File: config.mk
export PLATFORM = sky130hd
export DESIGN_NAME = pc_fetch
export DESIGN_NICKNAME = d
export VERILOG_FILES = /design/src/rtl/pc_fetch.sv
export SDC_FILE = /design/constraint.sdc
export NUM_CORES = 1
export LEC_CHECK = 0
export ABC_AREA = 0
export CAP_MARGIN = 25
export CORE_MARGIN = 3
export CORE_UTILIZATION = 40
export DETAILED_ROUTE_END_ITERATION = 8
export GPL_TIMING_DRIVEN = 0
export PLACE_DENSITY = 0.81
export RECOVER_POWER = 100
export REMOVE_ABC_BUFFERS = 1
export SLEW_MARGIN = 10
export SYNTH_ARGS = -nofsm -noshare
export SYNTH_HDL_FRONTEND = slang
export SYNTH_SLANG_ARGS = --single-unit
File: constraint.sdc
create_clock -name clk -period 2.67 [get_ports clk]
set_input_delay 0.534 -clock clk [delete_from_list [all_inputs] [get_ports clk]]
set_output_delay 0.534 -clock clk [all_outputs]
set_load 0.02 [all_outputs]
File: src/rtl/pc_fetch.sv
// PC register and instruction-fetch front end: IDLE -> FETCH (imem req/ack) -> ISSUE (valid/ready).
// Optional FETCH_ALIGN_CHECK_EN adds a sticky align_err output and forces committed PCs word-aligned.
module pc_fetch #(
    parameter int           N        = 32,
    parameter logic [N-1:0] RESET_PC = '0
) (
    input  logic         clk,
    input  logic         reset,
    input  logic         PCSrc,
    input  logic         Jump,
    input  logic [N-1:0] PCBranch,
    input  logic [25:0]  JumpTarget,
    output logic         imem_req,
    output logic [N-1:0] imem_addr,
    input  logic         imem_ack,
    input  logic [N-1:0] imem_rdata,
    output logic         instr_valid,
    input  logic         instr_ready,
    output logic [N-1:0] Instr,
    output logic [N-1:0] PC
`ifdef FETCH_ALIGN_CHECK_EN
    ,
    output logic         align_err
`endif
);

    typedef enum logic [1:0] {
        IDLE  = 2'd0,
        FETCH = 2'd1,
        ISSUE = 2'd2
    } state_t;

    state_t       state_q, state_d;
    logic [N-1:0] pc_q, pc_d;
    logic [N-1:0] instr_q, instr_d;
    logic         valid_q, valid_d;
    logic [N-1:0] pc4;
    logic [N-1:0] next_pc;

    // Jump keeps the upper nibble of the sequential PC (MIPS J-type region).
    function automatic logic [N-1:0] sel_next_pc(input logic [N-1:0] seq,
                                                 input logic         jmp,
                                                 input logic         br,
                                                 input logic [N-1:0] br_tgt,
                                                 input logic [25:0]  j_tgt);
        logic [N-1:0] r;
        if (jmp)
            r = {seq[N-1:28], j_tgt, 2'b00};
        else if (br)
            r = br_tgt;
        else
            r = seq;
        return r;
    endfunction

    assign pc4     = pc_q + N'(4);
    assign next_pc = sel_next_pc(pc4, Jump, PCSrc, PCBranch, JumpTarget);

`ifdef FETCH_ALIGN_CHECK_EN
    logic align_q, align_d;
`endif

    always_comb begin
        state_d = state_q;
        pc_d    = pc_q;
        instr_d = instr_q;
        valid_d = valid_q;
`ifdef FETCH_ALIGN_CHECK_EN
        align_d = align_q;
`endif
        case (state_q)
            IDLE: begin
                state_d = FETCH;
            end
            FETCH: begin
                if (imem_ack) begin
                    instr_d = imem_rdata;
                    valid_d = 1'b1;
                    state_d = ISSUE;
                end
            end
            ISSUE: begin
                if (instr_ready) begin
                    valid_d = 1'b0;
                    state_d = FETCH;
`ifdef FETCH_ALIGN_CHECK_EN
                    pc_d = {next_pc[N-1:2], 2'b00};
                    if (next_pc[1:0] != 2'b00)
                        align_d = 1'b1;
`else
                    pc_d = next_pc;
`endif
                end
            end
            default: begin
                state_d = IDLE;
            end
        endcase
    end

    always_ff @(posedge clk or posedge reset) begin
        if (reset) begin
            state_q <= IDLE;
            pc_q    <= RESET_PC;
            instr_q <= '0;
            valid_q <= 1'b0;
        end else begin
            state_q <= state_d;
            pc_q    <= pc_d;
            instr_q <= instr_d;
            valid_q <= valid_d;
        end
    end

`ifdef FETCH_ALIGN_CHECK_EN
    always_ff @(posedge clk or posedge reset) begin
        if (reset)
            align_q <= 1'b0;
        else
            align_q <= align_d;
    end

    assign align_err = align_q;
`endif

    // Request is a pure decode of the state so it drops the instant reset is asserted.
    assign imem_req    = (state_q == FETCH);
    assign imem_addr   = pc_q;
    assign instr_valid = valid_q;
    assign Instr       = instr_q;
    assign PC          = pc_q;

endmodule

==> results of run 1 <==
[cells by family after synthesis]
kind of cell	after synthesis	synth area share
buffers and inverters	62	0.0945
muxes	33	0.0989
adders and majority gates	1	0.00334
and+or+nand+nor	112	0.158
AOI/OAI and AO/OA	112	0.198
DFF	67	0.448
[worst reg2reg max path, stage by stage, from the launching register on]
cell and delay [ns]:
dfrtp_1 0.45, nand3_1 0.24, nor3_2 0.77, nand4_1 0.26
o31a_1 0.31, o22ai_1 0.12
[power groups by stage]
stage | clock network, µW | registers [µW] | logic (µW)
after floorplan | 0 | 2790 | 789
after global placement | 0 | 2000 | 3330
after detailed placement | 0 | 2050 | 3420
after CTS | 1150 | 2040 | 3440
after global routing | 1200 | 2090 | 3380
final | 1120 | 2010 | 3160
[metrics by stage]
step | TNS (ns) | utilization | total power [µW] | hold slack [ns] | setup slack (ns)
floorplan | 0 | - | 3580 | 0.470 | 0.407
global placement | -85.33 | 0.617 | 5330 | 0.464 | -1.59
detailed placement | -2.91 | 0.628 | 5470 | 0.479 | -0.345
CTS | 0 | 0.658 | 6620 | 0.405 | 0.0111
global route | 0 | 0.658 | 6670 | 0.515 | 0.0752
finish | 0 | 0.658 | 6290 | 0.489 | 0.172
[flip-flops by register name, indices dropped and copies added, names as in the netlist]
| signal | cells |
|---|---|
| Instr | 32 |
| instr_valid | 1 |
| state_q | 2 |
| PC | 32 |
[worst paths after layout]
kind | depth (start not counted) | start | slack [ns] | endpoint
worst max register to register | 5 | PC[4]$_DFFE_PP0P_ | 0.41 | PC[27]$_DFFE_PP0P_
min in group asynchronous | 2 | reset | 0.60 | Instr[8]$_DFFE_PP0P_
worst max-delay path | 5 | Jump | 0.17 | PC[24]$_DFFE_PP0P_
worst min-delay path | 2 | instr_valid$_DFFE_PP0P_ | 0.49 | instr_valid$_DFFE_PP0P_
max in group asynchronous | 3 | reset | 1.47 | PC[23]$_DFFE_PP0P_
worst min register to register | 2 | instr_valid$_DFFE_PP0P_ | 0.49 | instr_valid$_DFFE_PP0P_
[placed cells by master (no fill, tap or decap), types with 2 or more instances in the layout]
| master | Yosys | layout |
|---|---|---|
| a22o_1 | 3 | 3 |
| a222oi_1 | 9 | 9 |
| a21oi_1 | 11 | 11 |
| o31a_1 | 5 | 5 |
| o211ai_1 | 4 | 4 |
| o22ai_1 | 4 | 4 |
| buf_16 | 0 | 2 |
| nand2_1 | 36 | 36 |
| nor3_1 | 7 | 6 |
| o21a_1 | 3 | 3 |
| nand4_1 | 5 | 5 |
| nor2b_1 | 6 | 5 |
| nor2_1 | 22 | 21 |
| nand3_1 | 13 | 13 |
| o2bb2ai_1 | 2 | 2 |
| dlygate4sd3_1 | 0 | 103 |
| and3_1 | 5 | 5 |
| a31oi_1 | 6 | 6 |
| nor4_4 | 2 | 2 |
| mux2_2 | 32 | 32 |
| nand2b_1 | 3 | 3 |
| inv_1 | 8 | 7 |
| a41oi_1 | 3 | 3 |
| o21ai_0 | 44 | 44 |
| o311ai_0 | 3 | 3 |
| dfrtp_1 | 67 | 67 |
| nor4_1 | 3 | 3 |
| buf_8 | 0 | 2 |
| a22oi_1 | 10 | 10 |
| clkdlybuf4s50_1 | 0 | 90 |
| clkbuf_8 | 0 | 9 |
| o32ai_1 | 2 | 2 |
| bufinv_16 | 0 | 4 |
[final cells by class]
class	instances	area (µm²)	share of cell area
repair buffers	197	2020	0.345
well taps	108	135	0.0231
clock inverters	6	138	0.0235
flip-flops and latches	67	1680	0.287
clock buffers	9	124	0.0212
multi-input cells	258	1730	0.296
inverters	8	31.3	0.00535
[routing by layer]
metal / routed length (µm) / track usage / part of all wire / vias to the layer above
li1: - / - / - / 1704
met1: 4660 / 0.285 / 0.37 / 1806
met2: 6260 / 0.402 / 0.50 / 208
met3: 1460 / 0.0995 / 0.12 / 14
met4: 147 / 0.0538 / 0.012 / 0
met5: 0 / 0 / 0 / -
[timing repair]
item,4_1_cts,5_1_grt
resized for setup,0,2
setup endpoints to repair,0,4
buffers inserted,0,0
==> results_dict.tcl, run 1 <==
set metrics [dict create \
    grt_max_degree 63 \
    synth-edff-count 0 \
    power.share.switching 0.412 \
    ir_drop_v 0.000646 \
    drt_iter0_markers 221 \
    fillCellCount 725 \
    nNetsFinal 638 \
    area_growth_pct 56.2 \
    clk_pin_slew_ns 0.08 \
    worst_pin_slew_ns 1.31 \
    grt-ovfl-total 0 \
    critPathCaptureType "flop" \
    wl_um 12500 \
    netlist_area_um2 3750 \
    synth.distinct_cells 45 \
    syn_inst 387 \
    outcome "finished, final reports clean" \
    yosysTopAreaCell "dfrtp_1" \
    powerDensity_nw_per_um2 1070 \
    io_buffer_count 193 \
    slew_viol_final 0 \
    ctsHoldBuffers 0 \
    dpl-instance-area_um2 5590 \
    startpoint_type "primary input" \
    synth_most_common_cell "dfrtp_1" \
    vias 3732 \
    combPwrFrac 0.502 \
    required_ns 2.91 \
    die_w_um 103 \
    yosysSeqAreaShare 0.448 \
    cp_num_buf_inv 2 \
    hp-class "reg2reg" \
    final_area_um2 5850 \
    cp_slowest_stage_delay_ns 0.75 \
    viasPerCell 5.72 \
    ys_top_cells_by_area "dfrtp_1, mux2_2, buf_4" \
    cts_max_level 3 \
    seqPwrFrac 0.319 \
    relSlewSlack 0.122 \
    routedWlPerCell_um 19.2 \
    setup_violations 0 \
    cp_max_fo 29 \
    fp.coreArea_um2 8890 \
    cpMaxStageDelayCell "dlygate4sd3_1" \
    p_sw_uw 2590 \
    max_freq_mhz 400 \
    fin_crit_sh 0.936 \
    synth_ff_type "dfrtp_1" \
    cts-buffers-inserted 9 \
    path_cells "dlygate4sd3_1 -> buf_16 -> or2_2 -> or4_1 -> o211ai_1" \
    diodes 0 \
    num_rows 34 \
    dieArea_um2 10600 \
    yosysTopAreaCellShare 0.448 \
    dp_hpwl_um 9280 \
    finClkSkew_ns 0.00855 \
    crit_type "in2reg" \
    place_inst 638 \
    final_hold_viol_count 0 \
    gp_congestion 0.804 \
    start_util 0.421 \
    root_buffer "clkbuf_8" \
    crit_arrival_ns 2.74 \
    ant_nets 0 \
    grt_pass1_vias 3848 \
    fin_cells 653 \
    drcViolationCount 0 \
    avgSynthCellArea_um2 9.68 \
    dr.pass1.iters 7 \
    ys_ff_latch 67 \
    grt_pass1_wl_um 19600 \
    clkLatencyLatePin_ns 0.34 \
    drive_gt1_frac 0.114 \
    cts_tree "yes" \
    ioPinCount 194 \
    rsz0062_at_grt "false" \
    ys_top_cells_by_count "dfrtp_1, o21ai_0, nand2_1" \
    cts_buffer_depth 2 \
    p_leak_uw 0.00238 \
    critPathTopFamily "simple AND/OR/NAND/NOR gates" \
    grt_usage 0.238 \
    ys_warn_count 0 \
    p_int_uw 3690 \
    synthArstFlopShare 1.00 \
    fp.dieH_um 103 \
    antenna_found_initial 0 \
    clock-sinks 67 \
    cap_viol_max_count 0 \
    clkPwrFrac 0.179 \
    final.min_clock_period_ns 2.50 \
]
Power figures use the tool's default switching activity.
==> inputs of run 2 (changes only) <==
Settings changed: CAP_MARGIN 25 to unset, CORE_UTILIZATION 40 to 45, DONT_BUFFER_PORTS set to 1, PLACE_DENSITY 0.81 to unset.
==> run 2 against run 1 <==
Effect of this change:
- cell area is 35% lower
- first-iteration DRC count fell by 21%
- final cell count down 31%
- hold slack worse by 0.18 ns
- die area is 10% lower
- utilization shrank 18 points
- sequential cell count did not move
- via count is 20% lower
- clock power down 17%
- non-clock buffer count decreased by 194
- critical endpoint unchanged
- sequential share of layout area rose by 16 points
- setup slack about the same
==> results_dict.tcl, run 2 (synthesis results as in run 1) <==
set metrics [dict create \
    wl_um 10000 \
    dpl-instance-area_um2 3610 \
    cts_buffer_depth 2 \
    crit_arrival_ns 2.74 \
    clock-sinks 67 \
    crit_type "reg2reg" \
    clk_pin_slew_ns 0.08 \
    fin_crit_sh 0.936 \
    antenna_found_initial 0 \
    worst_pin_slew_ns 1.40 \
    dr.pass1.iters 5 \
    outcome "finished, final reports clean" \
    ant_nets 0 \
    finClkSkew_ns 0.0123 \
    fp.coreArea_um2 7890 \
    area_growth_pct 1.27 \
    r2r-end "PC[24]$_DFFE_PP0P_" \
    final_hold_viol_count 0 \
    cts_tree "yes" \
    diodes 0 \
    grt_max_degree 40 \
    crit_path_start "PC[2]$_DFFE_PP0P_" \
    reg2reg_slack_ns 0.17 \
    die_w_um 97.2 \
    place_inst 438 \
    cp_num_buf_inv 0 \
    clkLatencyLatePin_ns 0.34 \
    fp.dieH_um 97.2 \
    routedWlPerCell_um 22.1 \
    critical_path_depth 6 \
    fin_cells 453 \
    drive_gt1_frac 0.168 \
    worstHoldStart "Jump" \
    nNetsFinal 444 \
    startpoint_type "flop" \
    setup_violations 0 \
    cp_max_fo 6 \
    fillCellCount 752 \
    critPathTopFamily "simple AND/OR/NAND/NOR gates" \
    worstReg2RegStart "PC[2]$_DFFE_PP0P_" \
    p_leak_uw 0.00151 \
    fin_hold_ws_ns 0.309 \
    cp_slowest_stage_delay_ns 0.64 \
    drt_iter0_markers 174 \
    r2r_cells 6 \
    ioPinCount 194 \
    grt_pass1_wl_um 15600 \
    final.min_clock_period_ns 2.50 \
    viasPerCell 6.60 \
    start_util 0.475 \
    cpMaxStageDelayCell "dfrtp_1" \
    grt_usage 0.206 \
    final_common_cell "dfrtp_1" \
    dp_hpwl_um 7090 \
    cts-buffers-inserted 9 \
    relSlewSlack 0.0642 \
    cp-endpoint "PC[24]$_DFFE_PP0P_" \
    slew_viol_final 0 \
    cts_max_level 3 \
    gp_congestion 0.832 \
    root_buffer "clkbuf_8" \
    io_buffer_count 0 \
    vias 2992 \
    drcViolationCount 0 \
    required_ns 2.91 \
    grt_pass1_vias 2940 \
    layout_common_cells "dfrtp_1, o21ai_0, nand2_1, mux2_2, nor2_1" \
    cts_setup_buffers 0 \
    max_freq_mhz 400 \
    grt-ovfl-total 0 \
    powerDensity_nw_per_um2 1270 \
    cap_viol_max_count 0 \
    ir_drop_v 0.000599 \
    path_cells "ha_1 -> nand4_1 -> nor4_4 -> nand3_1 -> or4_1 -> o211ai_1" \
    dieArea_um2 9460 \
    final_area_um2 3790 \
    num_rows 32 \
    rsz0062_at_grt "false" \
    hp-class "in2reg" \
    critPathCaptureType "flop" \
]
run 2: cell count changes in the layout (fill, tap and decap cells not counted), moves of 2 or more:
cell,previous run,this run
clkinvlp_4,0,2
clkbuf_2,0,2
buf_8,2,0
bufinv_16,4,2
clkdlybuf4s50_1,90,0
buf_16,2,0
dlygate4sd3_1,103,0
run 2: stage by stage:
| stage | total power [µW] | util | setup TNS [ns] | setup slack [ns] |
|---|---|---|---|---|
| after floorplan | 3580 | - | 0 | 0.407 |
| after global placement | 3870 | 0.450 | -29.11 | -0.392 |
| after detailed placement | 3940 | 0.457 | 0 | 0.0902 |
| after CTS | 4870 | 0.484 | 0 | 0.0873 |
| after global routing | 5110 | 0.481 | 0 | 0.0314 |
| final | 4830 | 0.481 | 0 | 0.172 |
run 2: report_power, final:
part	switching, µW	internal, µW	leakage, µW
Sequential	1470	1480	0.000801
Combinational	454	488	0.000608
Clock	411	522	0.000102
run 2: worst register-to-register path: cells and delay by family, from the launching register on:
kind	cells	cell delay (ns)
AO/OA/AOI/OAI	1	0.10
adder cells (fa/ha/maj)	1	0.30
flip-flops	1	0.64
AND/OR/NAND/NOR	4	1.36
run 2: how the worst min path moves through the flow:
stage / to / cells after the start
after detailed placement: Instr[29]$_DFFE_PP0P_ / 1
after global routing: PC[0]$_DFFE_PP0P_ / 1
after global placement: state_q[1]$_DFFE_PP0P_ / 1
after floorplan: state_q[1]$_DFFE_PP0P_ / 1
after CTS: PC[8]$_DFFE_PP0P_ / 1
final: PC[1]$_DFFE_PP0P_ / 1
run 2: repair_timing:
action                     4_1_cts  5_1_grt
setup endpoints to repair        0        5
hold buffers                     0        0
resized for setup                0        1
run 2: cell type report:
type                    count  area [µm²]  share of cell area
flip-flops and latches     67        1680               0.442
repair buffers              3        21.3             0.00561
inverters                   8        31.3             0.00825
multi-input cells         258        1720               0.454
clock inverters             6        88.8              0.0234
clock buffers               9         124              0.0327
well taps                 102         128              0.0336
run 2: per-layer routing:
metal | global-route usage | share of wire
met2 | 0.341 | 0.49
met1 | 0.266 | 0.42
met3 | 0.0488 | 0.079
met5 | 0 | 0
met4 | 0.0660 | 0.015
==> inputs of run 3 (changes only) <==
Settings changed: SKIP_LAST_GASP set to 1.
==> results of run 3 <==
No change in the layout: final DEF, timing and power equal those of run 2.
